[src/rtl/branch_predictor.sv]
// branch_predictor: direct-mapped BTB with 2-bit saturating counters; define BRANCH_PRED_DYNAMIC_EN for the dynamic predictor, else static not-taken.
module branch_predictor #(
  parameter int INDEX_BITS = 6,
  parameter int TAG_BITS = 30 - INDEX_BITS
) (
  input  logic        clk,
  input  logic        rst,
  input  logic [31:0] pc_f,
  output logic        pred_taken_f,
  output logic [31:0] pred_pc_f,
  input  logic        upd_valid_e2,
  input  logic [31:0] upd_pc_e2,
  input  logic        upd_taken_e2,
  input  logic [31:0] upd_target_e2,
  input  logic        upd_is_jump_e2
);
`ifdef BRANCH_PRED_DYNAMIC_EN
  localparam int N = 1 << INDEX_BITS;
  logic [N-1:0]          valid_q;
  logic [N-1:0]          jump_q;
  logic [1:0]            ctr_q [N];
  logic [TAG_BITS-1:0]   tag_q [N];
  logic [31:0]           target_q [N];
  logic [INDEX_BITS-1:0] idx_f, idx_u;
  logic [TAG_BITS-1:0]   tag_f, tag_u;
  logic                  hit_u, wr_u;
  logic [1:0]            ctr_u, ctr_d;
  logic                  unused;
  assign unused = ^upd_pc_e2[1:0];
  always_comb begin
    idx_f = pc_f[INDEX_BITS+1:2];
    tag_f = pc_f[31:INDEX_BITS+2];
    pred_taken_f = valid_q[idx_f] && tag_q[idx_f] == tag_f && (ctr_q[idx_f][1] || jump_q[idx_f]);
    pred_pc_f = pred_taken_f ? target_q[idx_f] : pc_f + 32'd4;
  end
  always_comb begin
    idx_u = upd_pc_e2[INDEX_BITS+1:2];
    tag_u = upd_pc_e2[31:INDEX_BITS+2];
    hit_u = valid_q[idx_u] && tag_q[idx_u] == tag_u;
    ctr_u = ctr_q[idx_u];
    // a miss only reaches the write path when taken, so it allocates weakly-taken
    ctr_d = !hit_u ? 2'b10 :
            upd_taken_e2 ? (ctr_u == 2'b11 ? 2'b11 : ctr_u + 2'd1) :
            (ctr_u == 2'b00 ? 2'b00 : ctr_u - 2'd1);
    wr_u = upd_valid_e2 && (hit_u || upd_taken_e2);
  end
  always_ff @(posedge clk) begin
    if (rst) begin
      valid_q <= '0;
      for (int i = 0; i < N; i++) ctr_q[i] <= 2'b01;
    end else if (wr_u) begin
      valid_q[idx_u] <= 1'b1;
      tag_q[idx_u] <= tag_u;
      ctr_q[idx_u] <= ctr_d;
      jump_q[idx_u] <= upd_is_jump_e2;
      if (upd_taken_e2) target_q[idx_u] <= upd_target_e2;
    end
  end
`else
  logic unused;
  assign unused = ^{clk, rst, upd_valid_e2, upd_pc_e2, upd_taken_e2, upd_target_e2, upd_is_jump_e2};
  assign pred_taken_f = 1'b0;
  assign pred_pc_f = pc_f + 32'd4;
`endif
endmodule

[config.mk]
export PLATFORM = sky130hd
export DESIGN_NAME = branch_predictor
export DESIGN_NICKNAME = d
export VERILOG_FILES = /design/src/rtl/branch_predictor.sv
export SDC_FILE = /design/constraint.sdc
export NUM_CORES = 1
export LEC_CHECK = 0
export ABC_AREA = 1
export CORE_AREA = 2 2 56 85
export DETAILED_ROUTE_END_ITERATION = 16
export DIE_AREA = 0 0 58 87
export PLACE_DENSITY = 0.79
export SETUP_SLACK_MARGIN = 0.5
export SLEW_MARGIN = 20
export SYNTH_ARGS = -nofsm -noshare
export SYNTH_HDL_FRONTEND = slang
export SYNTH_SLANG_ARGS = --single-unit
export TNS_END_PERCENT = 1
[constraint.sdc]
create_clock -name vclk -period 2
set_input_delay 0.6 -clock vclk [all_inputs]
set_output_delay 0.6 -clock vclk [all_outputs]
set_load 0.03 [all_outputs]
Word level (Yosys, flattened, before mapping)
Index checks and enable logic that the tools add are counted.

operators by class
  $add $sub $neg = 1

operators with widths
  cell                                           number
  adder 32 x 3 -> 32 bit, second input constant  1

word-level totals
  logic and storage cells = 1
  input bits = 101
  output and inout port bits = 33
  register bits after elaboration = 0

Depth between registers and ports, before layout
Gate-level depths: netlist of run 1.

  depth in word-level cells = 1
  gate-level depth with buffers = 8
  gate-level depth less buffers = 8

Worst setup path after synthesis of run 1
Ideal clock, no wire load.

  kind = input-to-output
  start = input port pc_f[2]
  end = output port pred_pc_f[18]
  path buffers = 0
  stages = 6
  slack = -324 ps
  arrival time = 1724 ps
  required time = 1400 ps
  path through = ha_1 nand2_1 nor2_2 nand2_4 nor2_4 xor2_1

between the ends
  longest elaborated chain between the ends = 1

ends and longest elaborated chain
  element                 line  text
  from (decl)             8     input logic [31:0] pc_f,
  adder 32 x 3 -> 32 bit  63    assign pred_pc_f = pc_f + 32'd4;
  to (decl)               10    output logic [31:0] pred_pc_f,

No other way between the ends.

Worst setup path in the final report of run 1
  start = input port pc_f[3]
  end = output port pred_pc_f[12]

Same word-level chain as after synthesis.

==> results by group, run 1 <==
Outcome
  • Status: finished, violations left
  • Violated checks: setup timing

Layout
  • Clkbuf count: 0
  • FF+latch area: 0 um^2
  • Num sequential: 0
  • Layout area overhead: 148%
  • Multi-input gate area: roughly 0.0013 mm^2
  • Nets: 376
  • Fin cells: 320
  • Share of cells above drive strength 1: 0.673
  • Ant diodes: 0
  • Fillers: 407

Yosys
  • Number of library cell types mapped by synthesis: 18
  • Synthesized Nets: 281
  • Synth top area share: 0.326
  • Post-synth top cells: 80 x nand2_1, 30 x nor2_1, 17 x inv_1, 9 x xor2_1
  • Post-Syn Area per Cell: 5.14 um^2
  • Sequential area share after synthesis: 0
  • Post-synthesis compound-gate area fraction: 0.00543
  • Yosys top cell by area: nand2_1
  • Simple-Gate Fraction of Synth Area: 0.732
  • Leading cell type by number of instances after synthesis: nand2_1
  • Synth Area in XOR/XNOR: 0.151
  • Post-Synth Adder-Cell Area: 0.0136
  • Area contributors post-synth: nand2_1 33%, nor2_1 12%, xor2_1 8.6%
  • Gate Count Post-Synth: 179
  • Post-synthesis mux area share: 0
  • Mapped Area: roughly 920 um^2
  • Largest family of logic cells by synthesized area: simple AND/OR/NAND/NOR gates
  • Synth Warn #: 0

Global route
  • GR Util met2: 0.311
  • Pin count of the biggest net entering global routing: 6
  • Vias in the first global route: 1432
  • Gr ovfl total: 0
  • Met3 usage: 0.0178
  • Initial antenna violation count: 0
  • GRT met1 Usage: 0.148
  • Total GRT Usage: 0.148
  • First-pass GRT wire length: 6090 um
  • Global route hottest layer: met2

Floorplan
  • Die footprint: 0.00505 mm^2
  • Num rows: 30
  • Io pins: 134
  • Core ar.: 0.00435 mm^2
  • Initial Utilization: 0.211
  • Die W: 58 um
  • Chip Height: 87 um

Timing
  • Setup ws final: -0.240 ns
  • Fin. max-slew vios: 0
  • RSZ-0062 raised after global routing: yes
  • Hold Fails Final Rpt: 0
  • Setup_tns: -4.18 ns
  • Period utilisation layout: 1.12
  • Setup violations, final: 27
  • Fin crit period: 2.24 ns
  • Fmax: around 450 MHz

Routing
  • Detail Route Antenna Nets: 0
  • Total iterations of the first detailed-routing run: 4
  • Vias per inst: about 4.4
  • Initial drt markers: 38
  • Via count: ~1.4k
  • # DRC: 0
  • Routed WL: between 3000 and 4000 um
  • Routed len/inst: 11.4 um

Place
  • Hpwl dp: 2920 um
  • Pre-CTS WS: -0.793 ns
  • Gpl congestion: 0.847
  • Placed insts: 317
  • Number of port buffers: 60

Critical path
  • Setup CP Type: in2out
  • CP required: 1.40 ns
  • Worst-path cell chain: buf_8 > ha_4 > nand2_4 > nor2_4 > nand2_4 > nor2_4 > buf_12 > xor2_4 > buf_6
  • Crit-path leading delay family: simple AND/OR/NAND/NOR gates
  • WP data arrival: 1.64 ns
  • CP Launch Type: input port
  • CP Capture Type: output pin
  • Max stage delay on crit path: 0.16 ns
  • Worst path slowest cell: nor2_4
  • Buf/Inv on CP: 3
  • Critical-path maximum fanout: 5

Pwr
  • Leakage: 1.11 nW
  • IR drop worst, VDD: 147 uV
  • PwrDens: ~190 mW/mm^2

Job
  • Max-cap violations: 0

Clocking
  • Post-CTS Hold Fix Bufs: 0

Hold path
  • Hold Path Class: in2out
layout by cell type (no fill, tap or decap), drive strengths merged:
master and instances:
ha 1, inv 17, xor2 10, xnor2 5
buf 82, and2 2, nand3b 7, nor2 41
o21ai 1, clkdlybuf4s15 12, nand2 84, nand3 7
clkdlybuf4s50 1, conb 1, dlygate4sd2 1
cell families after synthesis:
logic type | Yosys count
simple gates | 141
buf+inv | 20
compound gates | 1
xor+xnor | 15
fa+ha+maj | 1
other cells | 1
through the flow:
| stage | utilization | hold slack [ns] | cell area (um^2) | total power [mW] |
|---|---|---|---|---|
| 2_1_floorplan | - | 1.28 | 1130 | 0.176 |
| 3_3_place_gp | 0.445 | 1.20 | 1940 | 0.358 |
| 5_1_grt | 0.524 | 1.20 | 2280 | 0.449 |
| 4_1_cts | 0.502 | 1.20 | 2190 | 0.409 |
| 6_report | 0.524 | 1.20 | 2280 | 0.424 |
| 3_5_place_dp | 0.445 | 1.20 | 1940 | 0.361 |
final cells by class:
type               instances  area share
multi-input cells        159       0.563
inverters                 17      0.0279
repair buffers            96       0.383
well taps                 48      0.0263
report_power, final:
| part | internal [mW] | switching, mW | total, mW |
|---|---|---|---|
| registers | 0 | 0 | 0 |
| clock network | 0 | 0 | 0 |
| logic | 0.194 | 0.230 | 0.424 |
| total | 0.194 | 0.230 | 0.424 |
timing repair:
item                                    in CTS  in global routing
endpoints found under the setup margin      30                 30
setup buffers                                1                  2
pin swaps                                   44                 17
hold endpoints to repair                     0                  0
resized for setup                          189                 24
worst paths after layout:
check / start / end / cells past startpoint
setup / recovery: pc_f[3] / pred_pc_f[12] / 9
hold / removal: pc_f[0] / pred_pc_f[0] / 0
metal layers:
layer  routed length [um]  up-vias
met5                    0        -
met4                   81        0
met3                  225       10
met2                 2100       51
met1                 1240      617
li1                     -      723
Note: power is estimated with default switching activity, not from simulation.
==> run 2: changes to the inputs <==
CORE_AREA = 10 10 64 93   (was 2 2 56 85)
DIE_AREA = 0 0 74 103   (was 0 0 58 87)
==> run 2 against run 1 <==
The run still ends with setup timing left; count of clock-buffer cells in the layout unchanged; final cell count decreased by 0.31%; critical path depth fell by 1; largest cell class unchanged.
==> results by group, run 2 (same netlist as run 1, synthesis figures left out) <==
Critical path
  • Crit-path leading delay family: simple AND/OR/NAND/NOR gates
  • CP Launch Type: input port
  • Critical-path maximum fanout: 4 (-1)
  • Setup CP Type: in2out
  • Max stage delay on crit path: 0.16 ns (about the same)
  • Worst-path cell chain: buf_4 > nand2_2 > nor2_4 > nand2_4 > nor2_4 > buf_12 > xor2_4 > buf_12
  • Worst path slowest cell: xor2_4
  • CP required: 1.40 ns (about the same)
  • Buf/Inv on CP: 3 (unchanged)
  • WP data arrival: 1.61 ns (-0.03 ns)
  • CP Capture Type: output pin

Floorplan
  • Initial Utilization: 0.210 (-0.00181)
  • Die footprint: 0.00762 mm^2 (+51%)
  • Die W: 74 um (+28%)
  • Core ar.: 0.00439 mm^2 (+0.86%)
  • Io pins: 134 (unchanged)
  • Chip Height: 103 um (+18%)
  • Num rows: 30 (unchanged)

Routing
  • Routed len/inst: 12.9 um (+13%)
  • Via count: 1416 (+1.1%)
  • Vias per inst: 4.44 (+1.4%)
  • # DRC: 0 (unchanged)
  • Routed WL: 4110 um (+13%)
  • Initial drt markers: 40 (+5.3%)
  • Detail Route Antenna Nets: 0 (unchanged)
  • Total iterations of the first detailed-routing run: 4 (unchanged)

Layout
  • Nets: 374 (-0.53%)
  • Layout area overhead: 143%
  • Fin cells: 319 (-0.31%)
  • Share of cells above drive strength 1: 0.663 (-0.00983)
  • Fillers: 425 (+4.4%)
  • FF+latch area: 0 um^2 (unchanged)
  • Commonest cells after routing, fill and taps aside: 45 x nand2_1, 43 x buf_4, 26 x nand2_2
  • Commonest non-fill, non-tap cell in the layout: nand2_1
  • Clkbuf count: 0 (unchanged)
  • Num sequential: 0 (unchanged)

Pwr
  • Switching share of power: 0.548 (+0.00626)
  • Clock share of power: 0 (unchanged)
  • Cell Int Power: 0.191 mW (-1.6%)
  • Leakage: 1.11 nW (-0.34%)
  • Switching power total: 0.232 mW (+0.92%)
  • Overall power: 0.423 mW (-0.23%)
  • IR drop worst, VDD: 145 uV (-1.5%)
  • Flop pwr share: 0 (unchanged)
  • Combinational power share: 1.000 (about the same)
  • PwrDens: 189 mW/mm^2 (+1.9%)

Job
  • Max-cap violations: 0 (unchanged)

Global route
  • Vias in the first global route: 1505 (+5.1%)
  • Pin count of the biggest net entering global routing: 6 (unchanged)
  • First-pass GRT wire length: 6690 um (+9.9%)
  • Total GRT Usage: 0.105 (-0.0433)
  • Initial antenna violation count: 1 (+1)
  • Gr ovfl total: 0 (unchanged)

Timing
  • Hold Worst Slack: 1.20 ns (unchanged)
  • RSZ-0062 raised after global routing: yes
  • Fin. max-slew vios: 0 (unchanged)
  • Setup violations, final: 26 (-3.7%)
  • Setup ws final: -0.212 ns (+0.0283 ns)
  • Period utilisation layout: 1.11 (-0.0142)
  • Hold Fails Final Rpt: 0 (unchanged)
  • Fin crit period: 2.21 ns (-0.0283 ns)
  • Fmax: 452 MHz (+1.3%)
  • Setup_tns: -3.78 ns (+0.403 ns)

Place
  • Number of port buffers: 60 (unchanged)
  • Hpwl dp: 3430 um (+18%)
  • Gpl congestion: 0.852 (+0.57%)
  • Pre-CTS WS: -0.792 ns (+0.00101 ns)
  • Placed insts: 316 (-0.32%)

Outcome
  • Violated checks: setup timing
  • Status: finished, violations left

Hold path
  • Hold Path Class: in2out
run 2: layout make-up:
cell class,instances,area [um^2],area share
Tap cell,48,60.1,0.0269
Multi-Input combinational cell,159,1280,0.572
Timing Repair Buffer,94,831,0.372
Antenna cell,1,2.50,0.00112
Inverter,17,63.8,0.0285
run 2: stage by stage:
step	utilization	cell area, um^2
detailed placement	0.445	1960
finish	0.509	2240
CTS	0.503	2210
global route	0.509	2240
global placement	0.445	1960
floorplan	-	1130
run 2: power by group through the flow:
stage          combinational (mW)    clock (mW)  sequential [mW]
2_1_floorplan               0.176             0                0
3_3_place_gp                0.368             0                0
3_5_place_dp                0.371             0                0
4_1_cts                     0.420             0                0
5_1_grt                     0.451  0.0000000668                0
6_report                    0.423  0.0000000668                0
run 2: layer usage:
| layer | GRT usage | wire length, um | vias to the layer above | share of wire |
|---|---|---|---|---|
| met2 | 0.204 | 2310 | 50 | 0.56 |
| met4 | 0.00719 | 29 | 0 | 0.0071 |
| met5 | 0 | 0 | - | 0 |
| met3 | 0.0328 | 396 | 2 | 0.096 |
| met1 | 0.107 | 1380 | 653 | 0.34 |
| li1 | - | - | 711 | - |
run 2: what timing repair did:
item,4_1_cts,5_1_grt
hold buffers,0,0
gates resized for setup,186,21
setup endpoints to repair,30,30
setup buffers,1,1
pin swaps,49,20
endpoints found under the hold margin,0,0
run 2: worst paths after layout:
path,startpoint,to,slack [ns],depth (start not counted)
max,pc_f[7],pred_pc_f[13],-0.21,8
min,pc_f[1],pred_pc_f[1],1.20,0
==> run 3: changes to the inputs <==
PLACE_DENSITY = unset   (was 0.79)
PLACE_DENSITY_LB_ADDON = 0.25   (was unset)
==> run 3 against run 2 <==
The run still ends with setup timing left; worst setup slack better by 0.014 ns; flip-flop and latch count is the same; global-route usage is 0.38 points lower; worst hold slack is the same; utilization decreased by 0.17 points; combinational power is 2% lower; critical endpoint is now pred_pc_f[30].
==> results by group, run 3 (same netlist as run 1, synthesis figures left out) <==
Place
  • Placed Area: 0.00196 mm^2 (+0.13%)
  • Placed insts: 318 (+0.63%)
  • Gpl congestion: 0.804 (-5.6%)
  • Pre-CTS WS: -0.779 ns (+0.0121 ns)
  • Hpwl dp: 3360 um (-2.0%)
  • Number of port buffers: 60 (unchanged)

Timing
  • Fmax: 455 MHz (+0.63%)
  • Period utilisation layout: 1.10 (-0.00698)
  • Fin. max-slew vios: 0 (unchanged)
  • Fin crit period: 2.20 ns (-0.0140 ns)
  • Hold Fails Final Rpt: 0 (unchanged)
  • Setup violations, final: 27 (+3.8%)
  • Hold Worst Slack: 1.20 ns (unchanged)
  • Setup_tns: -3.71 ns (+0.0704 ns)
  • Setup ws final: -0.198 ns (+0.0140 ns)
  • RSZ-0062 raised after global routing: yes

Outcome
  • Violated checks: setup timing
  • Status: finished, violations left

Critical path
  • Worst path slowest cell: nor2_4
  • Crit-path leading delay family: simple AND/OR/NAND/NOR gates
  • CP required: 1.40 ns (about the same)
  • CP Capture Type: output pin
  • Worst-path cell chain: buf_8 > ha_4 > nand2_4 > nor2_4 > nand2_4 > nor2_4 > nand3_1 > nand2_2 > buf_6
  • Setup CP Type: in2out
  • WP data arrival: 1.60 ns (about the same)
  • Max stage delay on crit path: 0.18 ns (+0.02 ns)
  • CP Launch Type: input port
  • Buf/Inv on CP: 2 (-1)
  • Critical-path maximum fanout: 5 (+1)

Routing
  • Via count: 1395 (-1.5%)
  • Initial drt markers: 32 (-20%)
  • Routed WL: 3830 um (-6.9%)
  • Detail Route Antenna Nets: 0 (unchanged)
  • Vias per inst: 4.36 (-1.8%)
  • # DRC: 0 (unchanged)
  • Routed len/inst: 12.0 um (-7.2%)
  • Total iterations of the first detailed-routing run: 4 (unchanged)

Global route
  • Initial antenna violation count: 0 (-1)
  • Global route hottest layer: met2
  • GR Util met2: 0.193 (-0.0105)
  • Vias in the first global route: 1462 (-2.9%)
  • GRT met1 Usage: 0.104 (-0.00366)
  • Met3 usage: 0.0318 (-0.000963)
  • Gr ovfl total: 0 (unchanged)
  • Pin count of the biggest net entering global routing: 6 (unchanged)
  • Total GRT Usage: 0.101 (-0.00378)
  • First-pass GRT wire length: 6390 um (-4.4%)

Floorplan
  • Io pins: 134 (unchanged)
  • Die W: 74 um (unchanged)
  • Chip Height: 103 um (unchanged)
  • Die footprint: 0.00762 mm^2 (unchanged)
  • Initial Utilization: 0.210 (unchanged)
  • Num rows: 30 (unchanged)
  • Core ar.: 0.00439 mm^2 (unchanged)

Pwr
  • IR drop worst, VDD: 133 uV (-8.1%)
  • PwrDens: 186 mW/mm^2 (-1.8%)
  • Leakage: 1.08 nW (-2.2%)
  • Overall power: 0.414 mW (-2.1%)

Layout
  • Final Instance Area: 0.00223 mm^2 (-0.34%)
  • Clkbuf count: 0 (unchanged)
  • Nets: 376 (+0.53%)
  • Share of cells above drive strength 1: 0.662 (-0.00120)
  • Multi-input gate area: 0.00125 mm^2 (-2.2%)
  • Num sequential: 0 (unchanged)
  • Commonest cells after routing, fill and taps aside: 46 x nand2_1, 46 x buf_4, 29 x nand2_2
  • Fin cells: 320 (+0.31%)
  • Layout area overhead: 142%
  • FF+latch area: 0 um^2 (unchanged)
  • Final core utilization: 0.507 (-0.00171)
  • Fillers: 446 (+4.9%)
  • Ant diodes: 0 (-1)

Hold path
  • Hold Path Class: in2out

Clocking
  • Post-CTS Hold Fix Bufs: 0 (unchanged)

Job
  • Max-cap violations: 0 (unchanged)
==> run 3: cell types whose count changed in the layout (fill, tap and decap cells not counted), sizes merged <==
cell           before  now
diode               1    0
clkdlybuf4s15       3    8
clkbuf              7    1
dlygate4sd2         3    2
buf                80   84
==> run 3: final timing paths <==
check                    from       endpoint  slack [ns]  cells after the start
worst max-delay path  pc_f[3]  pred_pc_f[30]       -0.20                      9
worst min-delay path  pc_f[1]   pred_pc_f[1]        1.20                      0
==> run 3: metal layers <==
metal,vias to the layer above,wire length (um),share of wire
li1,718,-,-
met1,627,1380,0.36
met2,46,2010,0.52
met3,4,383,0.10
met4,0,57,0.015
met5,-,0,0
==> run 3: what timing repair did <==
item,CTS,global route
buffers inserted,2,0
cloned,0,0
endpoints found under the hold margin,0,0
endpoints found under the setup margin,30,30
pin swaps,40,22
gates resized for setup,179,26
==> run 3: final cells by class <==
class                           count  share of cell area
Tap cell                           48              0.0270
Inverter                           17              0.0286
Multi-Input combinational cell    159               0.561
Timing Repair Buffer               96               0.383
==> run 3: report_power, final <==
| group | internal (mW) | switching, mW | total, mW |
|---|---|---|---|
| sequential | 0 | 0 | 0 |
| clock | 0 | 0 | 0 |
| combinational | 0.191 | 0.223 | 0.414 |
| total | 0.191 | 0.223 | 0.414 |
